File: src/rtl/sqseq_pkg.sv
// sqseq_pkg: shared definitions for the square sequencer.
//   - sqseq_state_e : FSM state encoding (IDLE/CLEAR/SQUARE/DONE)
//   - SQSEQ_COORD_W, SQSEQ_DEPTH_W : default coordinate and depth widths
//   - sqseq_idx_w() : width of a slot index for a given slot count (min 1)
package sqseq_pkg;

  typedef enum logic [2:0] {
    IDLE   = 3'd0,
    CLEAR  = 3'd1,
    SQUARE = 3'd2,
    DONE   = 3'd3
  } sqseq_state_e;

  localparam int SQSEQ_COORD_W = 9;
  localparam int SQSEQ_DEPTH_W = 6;

  function automatic int sqseq_idx_w(input int n);
    return (n > 1) ? $clog2(n) : 1;
  endfunction

endpackage

File: src/rtl/sqseq_pick.sv
// sqseq_pick: combinational choice of the next slot to present.
// Optional build macro: SQSEQ_DEPTH_SORT_EN
//   defined   -> deepest pending slot first, ties to the lowest index
//   undefined -> lowest-index pending slot
// Ports:
//   pending  in  NUM_SQUARES          slots still to be drawn this frame
//   d_snap   in  NUM_SQUARES*DEPTH_W  frame-start depth snapshot
//   cur      out IDX_W                selected slot (0 when none pending)
//   none     out 1                    no slot pending
module sqseq_pick
  import sqseq_pkg::*;
#(
  parameter int NUM_SQUARES = 4,
  parameter int DEPTH_W     = SQSEQ_DEPTH_W,
  parameter int IDX_W       = sqseq_idx_w(NUM_SQUARES)
) (
  input  logic [NUM_SQUARES-1:0]         pending,
  input  logic [NUM_SQUARES*DEPTH_W-1:0] d_snap,
  output logic [IDX_W-1:0]               cur,
  output logic                           none
);

`ifdef SQSEQ_DEPTH_SORT_EN
  logic [DEPTH_W-1:0] best;
  logic               found;

  // Strict '>' keeps the earlier (lower) index on equal depths.
  always_comb begin
    cur   = '0;
    best  = '0;
    found = 1'b0;
    for (int i = 0; i < NUM_SQUARES; i++) begin
      if (pending[i] && (!found || (d_snap[i*DEPTH_W +: DEPTH_W] > best))) begin
        cur   = IDX_W'(i);
        best  = d_snap[i*DEPTH_W +: DEPTH_W];
        found = 1'b1;
      end
    end
  end
`else
  // Depths only matter for the sorted pick.
  logic unused_d_snap;
  assign unused_d_snap = ^d_snap;

  // Scan downwards so the lowest set index is the last to win.
  always_comb begin
    cur = '0;
    for (int i = NUM_SQUARES - 1; i >= 0; i--) begin
      if (pending[i]) cur = IDX_W'(i);
    end
  end
`endif

  assign none = ~|pending;

endmodule

File: src/rtl/square_sequencer.sv
// square_sequencer: per frame, one optional clear pass, then up to
// NUM_SQUARES square centres/depths handed one at a time to the edge engine.
// Optional build macro: SQSEQ_DEPTH_SORT_EN (selection order, see sqseq_pick).
// Ports:
//   clock, reset_n          clock, async active-low reset
//   enable                  advance qualifier; low freezes all state
//   topready                frame request (accepted in IDLE only)
//   doneclear, donesquare   engine completion handshakes
//   clear_en                run the clear pass (sampled with topready)
//   sq_valid, xc/yc/d_bus   per-slot request mask and packed slot data
//   clear, busy, frame_done status (combinational from state)
//   enedge, xcenter, ycenter, depth, sq_index  registered current square
//
// state  | meaning
// IDLE   | waiting for topready; snapshot taken on acceptance
// CLEAR  | clear engine running, waiting for doneclear
// SQUARE | presenting pending slots, one per donesquare
// DONE   | single cycle, frame_done pulse
module square_sequencer
  import sqseq_pkg::*;
#(
  parameter int  NUM_SQUARES = 4,
  parameter int  COORD_W     = SQSEQ_COORD_W,
  parameter int  DEPTH_W     = SQSEQ_DEPTH_W,
  localparam int IDX_W       = sqseq_idx_w(NUM_SQUARES)
) (
  input  logic                           clock,
  input  logic                           reset_n,
  input  logic                           enable,
  input  logic                           topready,
  input  logic                           doneclear,
  input  logic                           donesquare,
  input  logic                           clear_en,
  input  logic [NUM_SQUARES-1:0]         sq_valid,
  input  logic [NUM_SQUARES*COORD_W-1:0] xc_bus,
  input  logic [NUM_SQUARES*COORD_W-1:0] yc_bus,
  input  logic [NUM_SQUARES*DEPTH_W-1:0] d_bus,
  output logic                           clear,
  output logic                           enedge,
  output logic [COORD_W-1:0]             xcenter,
  output logic [COORD_W-1:0]             ycenter,
  output logic [DEPTH_W-1:0]             depth,
  output logic [IDX_W-1:0]               sq_index,
  output logic                           busy,
  output logic                           frame_done
);

  sqseq_state_e                   state, state_nxt;
  logic [NUM_SQUARES-1:0]         pending, cur_mask, pending_rest;
  logic [NUM_SQUARES*COORD_W-1:0] xc_snap, yc_snap;
  logic [NUM_SQUARES*DEPTH_W-1:0] d_snap;
  logic [IDX_W-1:0]               cur;
  logic                           none;
  logic                           accept, square_done, presenting;

  sqseq_pick #(
    .NUM_SQUARES (NUM_SQUARES),
    .DEPTH_W     (DEPTH_W),
    .IDX_W       (IDX_W)
  ) u_pick (
    .pending (pending),
    .d_snap  (d_snap),
    .cur     (cur),
    .none    (none)
  );

  assign cur_mask     = NUM_SQUARES'(1) << cur;
  assign pending_rest = pending & ~cur_mask;
  assign accept       = (state == IDLE) && topready;
  assign presenting   = (state == SQUARE) && !none;
  assign square_done  = presenting && donesquare;

  always_ff @(posedge clock or negedge reset_n) begin
    if (!reset_n)    state <= IDLE;
    else if (enable) state <= state_nxt;
  end

  always_comb begin
    state_nxt = state;
    case (state)
      IDLE:    if (topready) state_nxt = clear_en ? CLEAR : SQUARE;
      CLEAR:   if (doneclear) state_nxt = SQUARE;
      SQUARE:  if (none || (donesquare && (pending_rest == '0))) state_nxt = DONE;
      DONE:    state_nxt = IDLE;
      default: state_nxt = IDLE;
    endcase
  end

  // frame_done is qualified by enable so it marks the cycle DONE is actually left.
  always_comb begin
    clear      = (state == CLEAR);
    busy       = (state != IDLE);
    frame_done = (state == DONE) && enable;
  end

  always_ff @(posedge clock or negedge reset_n) begin
    if (!reset_n) begin
      pending <= '0;
      xc_snap <= '0;
      yc_snap <= '0;
      d_snap  <= '0;
    end else if (enable) begin
      if (accept) begin
        pending <= sq_valid;
        xc_snap <= xc_bus;
        yc_snap <= yc_bus;
        d_snap  <= d_bus;
      end else if (square_done) begin
        pending <= pending_rest;
      end
    end
  end

  // Presented square trails the state/cur change by one cycle.
  always_ff @(posedge clock or negedge reset_n) begin
    if (!reset_n) begin
      enedge   <= 1'b0;
      xcenter  <= '0;
      ycenter  <= '0;
      depth    <= '0;
      sq_index <= '0;
    end else if (enable) begin
      if (presenting) begin
        enedge   <= 1'b1;
        xcenter  <= xc_snap[int'(cur)*COORD_W +: COORD_W];
        ycenter  <= yc_snap[int'(cur)*COORD_W +: COORD_W];
        depth    <= d_snap[int'(cur)*DEPTH_W +: DEPTH_W];
        sq_index <= cur;
      end else begin
        enedge   <= 1'b0;
        xcenter  <= '0;
        ycenter  <= '0;
        depth    <= '0;
        sq_index <= '0;
      end
    end
  end

endmodule

File: config.mk
export PLATFORM = sky130hd
export DESIGN_NAME = square_sequencer
export DESIGN_NICKNAME = d
export VERILOG_FILES = /design/src/rtl/sqseq_pkg.sv /design/src/rtl/sqseq_pick.sv /design/src/rtl/square_sequencer.sv
export SDC_FILE = /design/constraint.sdc
export NUM_CORES = 1
export LEC_CHECK = 0
export CORE_MARGIN = 2
export CORE_UTILIZATION = 50
export CTS_CLUSTER_SIZE = 12
export DETAILED_ROUTE_END_ITERATION = 8
export GPL_ROUTABILITY_DRIVEN = 1
export PLACE_DENSITY = 0.78
export SETUP_SLACK_MARGIN = 0.5
export SLEW_MARGIN = 40
export SYNTH_ARGS = -nofsm -noshare
export SYNTH_HDL_FRONTEND = slang
export SYNTH_SLANG_ARGS = --single-unit
File: constraint.sdc
create_clock -name clock -period 3.1 [get_ports clock]
set_input_delay 0.93 -clock clock [delete_from_list [all_inputs] [get_ports clock]]
set_output_delay 0.93 -clock clock [all_outputs]
set_load 0.02 [all_outputs]
# After elaboration in Yosys (flattened, before gate mapping)
# Cells that the tools add are included.
[word_totals]
reg_bits = 130
latchBits = 0
mem_bits_rw = 0
mem_bits_ro = 0
input_bits = 107
output_inout_bits = 30
word_cells = 55
mem_count = 0
[op_classes]
n_addsub = 0
n_mul = 2
div_mod_pow = 0
order_cmp = 0
eq_ne = 6
n_shift = 4
n_mux = 16
n_bitwise = 2
n_reduce_logical = 15
[op_table]
columns = ["cell", "n"]
rows = [
  ["$shiftx 36x32->9", 1],
  ["$shiftx 36x7->9", 1],
  ["$shiftx 24x6->6", 1],
  ["$mux 9", 2],
  ["$mux 2", 6],
  ["$mux 3", 3],
  ["$pmux 3 s3", 1],
  ["$mux 4", 2],
  ["$eq 3x2->1 const B", 2],
  ["$mul 2x4->6 const B", 1],
  ["$mux 6", 1],
  ["$logic_and 1x1->1", 5],
  ["$and 4x4->4", 1],
  ["$logic_not 4->1", 1],
  ["$mul 2x2->4 const B", 1],
  ["$ne 2x2->1 const B", 2],
  ["$not 4->4", 1],
  ["$reduce_and 2->1", 2],
  ["$reduce_and 4->1", 1],
  ["$reduce_or 4->1", 1],
  ["$shl 1x2->4 const A", 1],
  ["$eq 3x1->1 const B", 1],
  ["$logic_not 3->1", 1],
  ["$reduce_bool 3->1", 1],
  ["5 further kinds", 5],
]

# Logic depth before layout (Yosys ltp)
[depth]
depth_word = 12
mapped_depth = 7
depth_no_buf = 6

# Cells and area by module
# From an unflattened synthesis, not the netlist that was laid out.
[hier_totals]
cells_unflattened = 402
hier_area_um2 = 5676.7
[modules_own_cells]
columns = ["mod", "n_inst", "cells_each", "area_each_um2", "seq_area_each_um2"]
rows = [
  ["square_sequencer", 1, 396, 5640.4, 3228.1],
  ["sqseq_pick", 1, 6, 36.3, 0.0],
]

# Least setup slack after synthesis
# OpenSTA, ideal clock, no wires.
[synth_path]
kind = "input port to output port"
startpoint = "input port enable"
endpoint = "output port frame_done"
arrival_ns = 1.371
t_required_ns = 2.170
slack_ns = 0.799
stages = 2
n_path_buf = 1
path_cell_list = "clkbuf_1 and2_1"
[synth_via]
elab_chain_len = 1
[synth_lines]
columns = ["item", "line", "source"]
rows = [
  ["from (decl)", "square_sequencer.sv:29", "input logic enable,"],
  ["$logic_and 1x1->1", "square_sequencer.sv:93", "frame_done = (state == DONE) && enable;"],
  ["to (decl)", "square_sequencer.sv:45", "output logic frame_done"],
]
# No other way between the ends.

# Final worst setup path
[layout_path]
startpoint = "register state[1]"
endpoint = "output port clear"
[layout_via]
elab_chain_len = 1
[layout_lines]
columns = ["item", "line", "source"]
rows = [
  ["from (decl)", "square_sequencer.sv:48", "sqseq_state_e state, state_nxt;"],
  ["from (signal assigned)", "square_sequencer.sv:75", "else if (enable) state <= state_nxt;"],
  ["$eq 3x1->1", "square_sequencer.sv:91", "clear = (state == CLEAR);"],
  ["to (decl)", "square_sequencer.sv:38", "output logic clear,"],
]
# No other way between the ends.

==> metrics.cfg <==
[floorplanning]
fp.dieW_um=109.9
start_util=0.5152
rows=38
dieArea_um2=12080
ios=137
core_area_um2=10890
die_h_um=109.9

[sta]
finClkSkew_ps=8.935
layout_min_cycle_time_ps=2498
setup_ws_ps=602.2
hold_viol_final=0
tightest_slew_ps=784.6
report.final.slew_viol_count=0
setup_viol=0
max_freq_mhz=400.4
min_period_over_period=0.8057
rsz0062_at_grt=false
max_slew_margin=0.4749

[critical_path]
cp_cell_sequence=inv_1, ha_1, clkdlybuf4s15_1
slowest_stage=dfrtp_2
crit_path_start_kind=flip-flop
max_stage_delay_ps=440
r2r_start=pending[3]
endpoint_kind=output port
cp_max_fo=6
cp-startpoint=state[1]
path_buf_inv=2
cp_data_arrival_time_ps=1570
worstPathRequired_ps=2170
critical_path_class=reg -> out
cp_top_family=flip-flops

[synth]
synth_nets=716
syn_inst=604
ys_seq_area_frac=0.5755
yosys_warnings=0
yosysTopAreaCellShare=0.5755
synthDistinctLibCells=33
syn_area_um2=5609
synthTopCellsByArea=dfrtp_1 (58%), nand2_1 (20%), mux2i_1 (4.3%)
synth.ff_latch_count=129
yosys.area.top_type=dfrtp_1
avgSynthCellArea_um2=9.287

[power_and_ir_drop]
p_leak_nw=3.775
p_per_area_nw_per_um2=955.7
ir_drop_mv=0.5693
p_total_w=0.007361

[global_routing]
antenna_found_initial=0
grt_pass1_vias=4729
grt_pass1_wl_um=22770
grt_max_degree=101
grt_overflow=0
grt_usage=0.2490

[clock_network]
clkTransAtPathRegs_ps=60
cts_num_sinks=129
cts_max_path_buffers=2
root_buffer=clkbuf_8
htree_levels=4
numCtsBuffers=17
cts_tree=built
clkLatencyLatePin_ps=510

[place]
place_congestion=0.8460
dp.final_hpwl_um=9291
port_buffers=136
dp_slack_ps=-6.178

[layout]
drive_above_1_share=0.06980
fillCellCount=841
multi_input_area_um2=2237
diodes=0
final_util=0.7074
syn2layout_area_growth_pct=37.32
nNetsFinal=845
ff_latch_area_um2=3231

[drt]
num_vias=4660
drtPass1Iterations=5
initialDrtViolationCount=278
wl_per_cell_um=16.14
remaining_drc_errors=0
ant_nets=0
vias_per_cell=5.266
totalWireLength_um=14290

[job]
drv_cap=0

[run_status]
status=finished, final reports clean

[worst_hold_path]
hold_class=in -> async

==> layout by cell type (no fill, tap or decap), types with 9 or more instances in the layout <==
master / instances
a22oi_1: 24
buf_4: 10
clkbuf_16: 16
clkdlybuf4s50_1: 131
dfrtp_1: 127
inv_1: 9
mux2i_1: 24
nand2_1: 295
nand2b_1: 24
o221ai_1: 25
==> kinds of logic (layout without fill, tap and decap cells) <==
kind of cell / after synthesis / after routing / synth area share
AO/OA/AOI/OAI: 69 / 69 / 0.09792
adder cells (fa/ha/maj): 6 / 6 / 0.01316
buffers and inverters: 47 / 188 / 0.03591
flip-flops: 129 / 129 / 0.5755
multiplexers: 24 / 24 / 0.04283
AND/OR/NAND/NOR: 329 / 329 / 0.2347
==> state kept, by name (all words and copies together), names as in the netlist, 4 cells and up <==
signal   cells
depth        6
ycenter      9
yc_snap     36
d_snap      24
xcenter      9
pending      4
xc_snap     36
==> area by class of cell <==
cell class	count	area share
Inverter	9	0.004386
Multi-Input combinational cell	428	0.2904
Timing Repair Buffer	148	0.1928
Tap cell	140	0.02274
Clock buffer	26	0.06335
Clock inverter	5	0.006823
Sequential cell	129	0.4194
==> per-stage QoR <==
step	cells	TNS, ps	cell area (µm²)	hold slack [ps]
detailed placement	854	-6.178	7146	462.9
global route	885	0	7702	435.4
floorplan	604	0	5609	445.0
finish	885	0	7702	407.3
global placement	854	-10.17	7138	457.1
CTS	885	0	7699	420.7
==> per-layer routing <==
layer,part of all wire,global-route usage,up-vias
li1,-,-,2239
met1,0.42,0.3181,2253
met2,0.51,0.4207,149
met3,0.057,0.04683,19
met4,0.016,0.09403,0
met5,0,0,-
==> worst register-to-register path: cells and delay by family, from the launching register on <==
kind                   cells  cell delay [ps]
flip-flops                 1              460
AND/OR/NAND/NOR            1              220
buffers and inverters      1              250
multiplexers               1              270
AO/OA/AOI/OAI              2              590
==> synth_stat cells, drive strengths merged <==
master / instances
a2111o: 1
a21o: 2
a21oi: 1
a22o: 2
a22oi: 24
and2: 1
and3: 1
buf: 6
clkbuf: 32
dfrtp: 129
ha: 5
inv: 9
maj3: 1
mux2i: 24
nand2: 295
nand2b: 24
nand3: 3
nor2: 1
nor2b: 1
o211a: 1
o211ai: 1
o21a: 2
o21ai: 6
o21bai: 1
o221ai: 25
o22ai: 1
o311ai: 1
o41ai: 1
or2: 1
or4: 2
==> worst paths after layout <==
kind	endpoint	slack [ps]	depth (start not counted)
setup / recovery	clear	600	3
hold reg to reg	yc_snap[31]	470	2
min in group clock	yc_snap[31]	470	2
hold / removal	xc_snap[20]	410	1
setup reg to reg	xcenter[5]	1150	5
max in group asynchronous	yc_snap[7]	1890	2
==> what timing repair did <==
item                                    4_1_cts  5_1_grt
setup buffers                                 0        0
endpoints found under the setup margin        3        3
gates resized for setup                       8        9
hold buffers                                  0        0
==> power breakdown <==
part	total [W]	switching [W]	internal [W]
logic	0.00256	0.00142	0.00114
registers	0.00299	0.000504	0.00249
clock network	0.00181	0.000667	0.00114
total	0.00736	0.00260	0.00477
Note: power is estimated with default switching activity, not from simulation.
